### src/rtl/resq_multi_queue.sv
// Multi-channel emergency request queue: one evacuation FIFO plus priority channels with age boost.
// Optional build macro RESQ_DUP_MERGE_EN merges same-zone inserts into an existing entry of the channel.
module resq_multi_queue #(
  parameter int NUM_RES   = 3,
  parameter int DEPTH     = 4,
  parameter int ZONE_W    = 8,
  parameter int PRIO_W    = 2,
  parameter int AGE_LIMIT = 3
) (
  input  logic                       Clock,
  input  logic                       Reset_Queue_n,
  input  logic                       Insert,
  input  logic                       Serve,
  input  logic [ZONE_W-1:0]          Zone,
  input  logic [PRIO_W-1:0]          Priority,
  input  logic [$clog2(NUM_RES)-1:0] Resource_line,
  output logic                       Out_Valid,
  output logic [ZONE_W-1:0]          Output_Zone,
  output logic [PRIO_W-1:0]          Output_Priority,
  output logic [$clog2(NUM_RES)-1:0] Output_Resource,
  output logic                       Output_Boost,
  output logic [NUM_RES-1:0]         Full,
  output logic [NUM_RES-1:0]         Empty,
  output logic                       Insert_Drop
);

  localparam int RW  = $clog2(NUM_RES);
  localparam int NP  = NUM_RES - 1;
  localparam int PCW = (NP > 1) ? $clog2(NP) : 1;
  localparam int PW  = $clog2(DEPTH);
  localparam int CW  = $clog2(DEPTH + 1);
  localparam int AW  = 4;
  localparam int KW  = PRIO_W + 1;

  logic [NP-1:0][DEPTH-1:0]             pq_valid_q, pq_valid_d;
  logic [NP-1:0][DEPTH-1:0][ZONE_W-1:0] pq_zone_q,  pq_zone_d;
  logic [NP-1:0][DEPTH-1:0][PRIO_W-1:0] pq_prio_q,  pq_prio_d;
  logic [NP-1:0][DEPTH-1:0][AW-1:0]     pq_age_q,   pq_age_d;
  logic [NP-1:0][DEPTH-1:0]             pq_boost_q, pq_boost_d;
  logic [DEPTH-1:0][ZONE_W-1:0]         fifo_zone_q, fifo_zone_d;
  logic [PW-1:0]                        rd_ptr_q, rd_ptr_d;
  logic [PW-1:0]                        wr_ptr_q, wr_ptr_d;
  logic [CW-1:0]                        count_q, count_d;
  logic                                 drop_q, drop_d;

  logic           sel_valid_s, sel_fifo_s, cand_s;
  logic [PCW-1:0] sel_pc_s;
  logic [PW-1:0]  sel_slot_s;
  logic [KW-1:0]  best_key_s;
  logic           serve_exec_s, res_ok_s, is_evac_s, fifo_hit_s, tgt_full_s;
  logic           merge_hit_s, ins_ok_s, push_s, pop_s, done_s;

  function automatic logic [PW-1:0] ptr_inc(input logic [PW-1:0] p);
    return (p == PW'(DEPTH - 1)) ? '0 : p + PW'(1);
  endfunction

  // Pick the request to present: FIFO head first, else highest {boost, prio}, lowest channel/slot on ties
  always_comb begin
    sel_valid_s = 1'b0;
    sel_fifo_s  = 1'b0;
    sel_pc_s    = '0;
    sel_slot_s  = '0;
    best_key_s  = '0;
    cand_s      = 1'b0;
    if (count_q != '0) begin
      sel_valid_s = 1'b1;
      sel_fifo_s  = 1'b1;
    end else begin
      for (int c = 0; c < NP; c++) begin
        for (int s = 0; s < DEPTH; s++) begin
          cand_s = pq_valid_q[c][s] &&
                   (!sel_valid_s || ({pq_boost_q[c][s], pq_prio_q[c][s]} > best_key_s));
          if (cand_s) begin
            sel_valid_s = 1'b1;
            sel_pc_s    = PCW'(c);
            sel_slot_s  = PW'(s);
            best_key_s  = {pq_boost_q[c][s], pq_prio_q[c][s]};
          end else begin
            best_key_s  = best_key_s;
          end
        end
      end
    end
  end

  // Drive the presentation port and per-channel status from registered state
  always_comb begin
    Out_Valid       = sel_valid_s;
    Output_Zone     = '0;
    Output_Priority = '0;
    Output_Resource = '0;
    Output_Boost    = 1'b0;
    if (sel_valid_s && sel_fifo_s) begin
      Output_Zone     = fifo_zone_q[rd_ptr_q];
      Output_Resource = RW'(NP);
    end else if (sel_valid_s) begin
      Output_Zone     = pq_zone_q[sel_pc_s][sel_slot_s];
      Output_Priority = pq_prio_q[sel_pc_s][sel_slot_s];
      Output_Resource = RW'(sel_pc_s);
      Output_Boost    = pq_boost_q[sel_pc_s][sel_slot_s];
    end else begin
      Out_Valid       = 1'b0;
    end
    for (int c = 0; c < NP; c++) begin
      Full[c]  = &pq_valid_q[c];
      Empty[c] = ~|pq_valid_q[c];
    end
    Full[NP]    = (count_q == CW'(DEPTH));
    Empty[NP]   = (count_q == '0);
    Insert_Drop = drop_q;
  end

  // Next-state: serve and aging, evac cancellation, then insert (all decisions use pre-edge state)
  always_comb begin
    pq_valid_d  = pq_valid_q;
    pq_zone_d   = pq_zone_q;
    pq_prio_d   = pq_prio_q;
    pq_age_d    = pq_age_q;
    pq_boost_d  = pq_boost_q;
    fifo_zone_d = fifo_zone_q;
    rd_ptr_d    = rd_ptr_q;
    wr_ptr_d    = wr_ptr_q;
    fifo_hit_s  = 1'b0;
    tgt_full_s  = 1'b0;
    merge_hit_s = 1'b0;
    done_s      = 1'b0;

    for (int j = 0; j < DEPTH; j++) begin
      fifo_hit_s = fifo_hit_s | ((fifo_zone_q[j] == Zone) &&
        (((j >= int'(rd_ptr_q)) ? (j - int'(rd_ptr_q)) : (j - int'(rd_ptr_q) + DEPTH))
         < int'(count_q)));
    end

    res_ok_s     = ({1'b0, Resource_line} < (RW + 1)'(NUM_RES));
    is_evac_s    = (Resource_line == RW'(NP));
    serve_exec_s = Serve && sel_valid_s;
    pop_s        = serve_exec_s && sel_fifo_s;

    if (is_evac_s) begin
      tgt_full_s = (count_q == CW'(DEPTH));
    end else begin
      for (int c = 0; c < NP; c++) begin
        if (int'(Resource_line) == c) begin
          tgt_full_s = &pq_valid_q[c];
`ifdef RESQ_DUP_MERGE_EN
          for (int s = 0; s < DEPTH; s++) begin
            merge_hit_s = merge_hit_s | (pq_valid_q[c][s] && (pq_zone_q[c][s] == Zone));
          end
`else
          merge_hit_s = 1'b0;
`endif
        end else begin
          tgt_full_s = tgt_full_s;
        end
      end
    end

    ins_ok_s = Insert && res_ok_s && (is_evac_s || !fifo_hit_s) && (!tgt_full_s || merge_hit_s);
    drop_d   = Insert && !ins_ok_s;
    push_s   = ins_ok_s && is_evac_s;

    for (int c = 0; c < NP; c++) begin
      for (int s = 0; s < DEPTH; s++) begin
        if (serve_exec_s && !sel_fifo_s && (sel_pc_s == PCW'(c)) && (sel_slot_s == PW'(s))) begin
          pq_valid_d[c][s] = 1'b0;
          pq_age_d[c][s]   = '0;
          pq_boost_d[c][s] = 1'b0;
        end else if (serve_exec_s && pq_valid_q[c][s] && (pq_age_q[c][s] < AW'(AGE_LIMIT))) begin
          pq_age_d[c][s]   = pq_age_q[c][s] + AW'(1);
          pq_boost_d[c][s] = (pq_age_q[c][s] == AW'(AGE_LIMIT - 1));
        end else begin
          pq_age_d[c][s]   = pq_age_q[c][s];
        end
        // Evac insert clears same-zone requests even when the evac entry itself is dropped
        if (Insert && res_ok_s && is_evac_s && pq_valid_q[c][s] && (pq_zone_q[c][s] == Zone)) begin
          pq_valid_d[c][s] = 1'b0;
          pq_age_d[c][s]   = '0;
          pq_boost_d[c][s] = 1'b0;
        end else begin
          pq_valid_d[c][s] = pq_valid_d[c][s];
        end
      end
    end

    if (pop_s) begin
      rd_ptr_d = ptr_inc(rd_ptr_q);
    end else begin
      rd_ptr_d = rd_ptr_q;
    end
    if (push_s) begin
      fifo_zone_d[wr_ptr_q] = Zone;
      wr_ptr_d              = ptr_inc(wr_ptr_q);
    end else begin
      wr_ptr_d = wr_ptr_q;
    end
    count_d = count_q + CW'(push_s) - CW'(pop_s);

    for (int c = 0; c < NP; c++) begin
      if (ins_ok_s && !is_evac_s && (int'(Resource_line) == c)) begin
        for (int s = 0; s < DEPTH; s++) begin
          if (!done_s && merge_hit_s && pq_valid_q[c][s] && (pq_zone_q[c][s] == Zone)) begin
            pq_prio_d[c][s] = (Priority > pq_prio_q[c][s]) ? Priority : pq_prio_q[c][s];
            done_s          = 1'b1;
          end else if (!done_s && !merge_hit_s && !pq_valid_q[c][s]) begin
            pq_valid_d[c][s] = 1'b1;
            pq_zone_d[c][s]  = Zone;
            pq_prio_d[c][s]  = Priority;
            pq_age_d[c][s]   = '0;
            pq_boost_d[c][s] = 1'b0;
            done_s           = 1'b1;
          end else begin
            done_s = done_s;
          end
        end
      end else begin
        done_s = 1'b0;
      end
    end
  end

  // State registers with synchronous active-low reset
  always_ff @(posedge Clock) begin
    if (!Reset_Queue_n) begin
      pq_valid_q  <= '0;
      pq_zone_q   <= '0;
      pq_prio_q   <= '0;
      pq_age_q    <= '0;
      pq_boost_q  <= '0;
      fifo_zone_q <= '0;
      rd_ptr_q    <= '0;
      wr_ptr_q    <= '0;
      count_q     <= '0;
      drop_q      <= 1'b0;
    end else begin
      pq_valid_q  <= pq_valid_d;
      pq_zone_q   <= pq_zone_d;
      pq_prio_q   <= pq_prio_d;
      pq_age_q    <= pq_age_d;
      pq_boost_q  <= pq_boost_d;
      fifo_zone_q <= fifo_zone_d;
      rd_ptr_q    <= rd_ptr_d;
      wr_ptr_q    <= wr_ptr_d;
      count_q     <= count_d;
      drop_q      <= drop_d;
    end
  end

endmodule
### config.mk
export PLATFORM = sky130hd
export DESIGN_NAME = resq_multi_queue
export DESIGN_NICKNAME = d
export VERILOG_FILES = /design/src/rtl/resq_multi_queue.sv
export SDC_FILE = /design/constraint.sdc
export NUM_CORES = 1
export LEC_CHECK = 0
export ABC_AREA = 0
export BUFFER_PORTS_ARGS = -buffer_cell sky130_fd_sc_hd__buf_2
export CAP_MARGIN = 25
export CORE_UTILIZATION = 40
export DETAILED_ROUTE_END_ITERATION = 6
export PLACE_DENSITY_LB_ADDON = 0.25
export REMOVE_ABC_BUFFERS = 1
export SLEW_MARGIN = 30
export SYNTH_ARGS = -nofsm -noshare
export SYNTH_HDL_FRONTEND = slang
export SYNTH_SLANG_ARGS = --single-unit
### constraint.sdc
create_clock -name Clock -period 14.99 [get_ports Clock]
set_clock_uncertainty 0.15 [all_clocks]
set_input_delay 2.998 -clock Clock [delete_from_list [all_inputs] [get_ports Clock]]
set_output_delay 2.998 -clock Clock [all_outputs]
set_load 0.05 [all_outputs]
==> flow_summary.ini <==
[critical_path]
critPathMaxFanout = 17
startpoint_type = flip-flop
slowest_stage = a41o_4
reg2reg_from = pq_valid_q[0]
crit_family = compound AO/OA/AOI/OAI gates
crit_top_cell = ha_1
critical_path_class = flip-flop to primary output
critical_path_buf_inv_count = 3
cp-end-kind = primary output
cp.required_ns = 11.84
critPathLaunch = pq_valid_q[0]
slowest_delay_ns = 0.46
worstPathArrival_ns = 11.20

[route]
wl_per_cell_microns = 21.50
drc = 0
dr.pass1.iters = 6
drt_wl_total_mm = 33.93
first_iter_violations = 939
vias = 9783
viasPerCell = 6.200
antenna_left = 0

[flow_run]
maxCapViolCount = 0

[timing]
period_share_pct = 95.73
hold_violations = 0
worst-slew-pin-transition_ns = 1.011
drv_slew = 0
setup_viol = 0
fin_crit_ns = 14.35
slew_headroom_pct = 32.61
setup_tns_ns = 0
timing.fmax_ghz = 0.06969
fin_ws_ns = 0.6407
rsz0062_at_grt = false

[global_route]
grt_max_degree = 87
antenna_found_initial = 0
grt_overflow_total = 0
grt_pass1_wl_mm = 52.27
grt_use_total_pct = 25.61
grt_pass1_vias = 9130

[place]
dp_hpwl_mm = 22.37
place_congestion = 0.9250
dp_cells = 1545
port_buffers = 36
pre_cts_ws_ns = 0.5756
place_area_sq_mm = 0.01055

[clocking]
cts-root-buf = clkbuf_16
cts_resized = 0
holdBufCountCts = 0
numCtsBuffers = 17
cts_num_sinks = 168
cts_tree = yes
clock_path_buffers = 2
clk_pin_slew_worst_paths_ns = 0.07
cts_setup_buffers = 0
clock_latency_ns = 0.44
cts.htree.levels = 4

[die]
die_w_microns = 161.9
die_h_microns = 161.9
core_sq_mm = 0.02511
dieArea_sq_mm = 0.02621
rows = 58
io_pins = 37
initial_core_util_pct = 40.73

[synthesis]
ys_warn_count = 0
avgSynthCellArea_sq_um = 8.039
netlist_top_cells_count = dfxtp_1 (168), nand3_1 (132), a21oi_1 (130)
synth_seq_cells = 168
synthTopCellsByArea = dfxtp_1 (33%), nand3_1 (6.5%), xor2_1 (6.4%)
synthCells = 1272
synth_flop_cell = dfxtp_1
synthDominantCellAreaShare_pct = 32.89
synth_top_cell_by_area = dfxtp_1
ys_async_sr_fraction_pct = 0
seq_area_frac_synth_pct = 32.89
synth_cell_types = 67
synth_most_common_cell = dfxtp_1
synth_edf_count = 0
synth_area_sq_mm = 0.01023

[power_and_ir_drop]
switching_share_pct = 34.24
power_leakage_nw = 3.977
seq_power_share_pct = 40.8
peakVddDrop_mv = 0.07913
p_comb_share_pct = 20.1
p_clk_share_pct = 39.1
powerDensity_mw_per_mm2 = 104.1
p_switching_uw = 399.2
p_int_uw = 766.7

[finish]
nNetsFinal = 1304
fin_area_sq_mm = 0.01120
area_delta_synth_final_pct = 9.555
n_antenna_cell = 0
instances_no_fill = 1578
layout-drive-gt1-share_pct = 10.26

[outcome]
status = finished, final reports clean

[worst_hold_path]
hp-class = flip-flop to flip-flop
worstHoldStart = pq_age_q[6]
[worst min-delay path, delay by kind of cell, from the launching register on]
| family | cells | cell delay (ns) |
|---|---|---|
| buf+inv | 1 | 0.05 |
| simple gates | 1 | 0.04 |
| flops | 1 | 0.31 |
[state kept, by name (all words and copies together) (netlist names), 2 cells and up]
register and cells:
count_q 3, fifo_zone_q 32, pq_age_q 32, pq_boost_q 8, pq_prio_q 16, pq_valid_q 8
pq_zone_q 64, rd_ptr_q 2, wr_ptr_q 2
[metal layers]
| layer | vias to the layer above | track usage (%) | share of wire, % |
|---|---|---|---|
| met1 | 4755 | 34.63 | 44 |
| met2 | 428 | 40.93 | 46 |
| met3 | 65 | 3.550 | 7.3 |
| met5 | - | 0 | 0 |
| li1 | 4535 | - | - |
| met4 | 0 | 10.38 | 2.9 |
[final timing paths]
kind                     to  slack (ns)  depth (start not counted)
max          Output_Zone[3]        0.64                         44
min reg2reg     pq_age_q[6]        0.29                          2
min             pq_age_q[6]        0.29                          2
max reg2reg   pq_valid_q[2]        4.20                         42
[cells in the final DEF, fill, tap and decap left out, types with 31 or more instances in the layout]
cell / synthesis / layout
a21oi_1: 130 / 130
nand2_1: 125 / 125
inv_1: 45 / 45
nand4_1: 33 / 33
xor2_1: 75 / 75
o21ai_0: 71 / 71
xnor2_1: 31 / 31
nand3_1: 132 / 132
dfxtp_1: 168 / 167
nor4_1: 32 / 31
ha_1: 52 / 52
buf_2: 10 / 36
[kinds of logic after synthesis]
kind of cell             count (synthesis)  share of synthesized area, %
AND/OR/NAND/NOR                        438                         21.60
AO/OA/AOI/OAI                          311                         19.23
adder cells (fa/ha/maj)                 53                         6.558
buffers and inverters                  160                         6.142
XOR/XNOR                               106                         9.079
multiplexers                            36                         4.503
flip-flops                             168                         32.89
[per-stage QoR]
stage | hold WS (ns) | util (%) | power, mW
5_1_grt | 0.3160 | 44.62 | 1.207
3_3_place_gp | 0.2738 | 41.97 | 0.7101
4_1_cts | 0.2907 | 44.34 | 1.162
6_report | 0.2879 | 44.62 | 1.166
3_5_place_dp | 0.2803 | 42.01 | 0.7136
2_1_floorplan | 0.2666 | - | 0.6277
[power by group through the flow]
stage | Sequential, mW | Combinational (mW) | Clock [mW]
2_1_floorplan | 0.481 | 0.146 | 0
3_3_place_gp | 0.485 | 0.225 | 0
3_5_place_dp | 0.486 | 0.228 | 0
4_1_cts | 0.475 | 0.229 | 0.458
5_1_grt | 0.478 | 0.253 | 0.476
6_report | 0.475 | 0.235 | 0.456
[layout make-up]
type / count / area, sq um
clock buffers: 19 / 452.9
clock inverters: 13 / 133.9
multi-input cells: 945 / 6329
flip-flops and latches: 168 / 3364
inverters: 47 / 180.2
fillers: 2551 / 13910
well taps: 330 / 412.9
repair buffers: 56 / 330.3
Note: power is estimated with default switching activity, not from simulation.
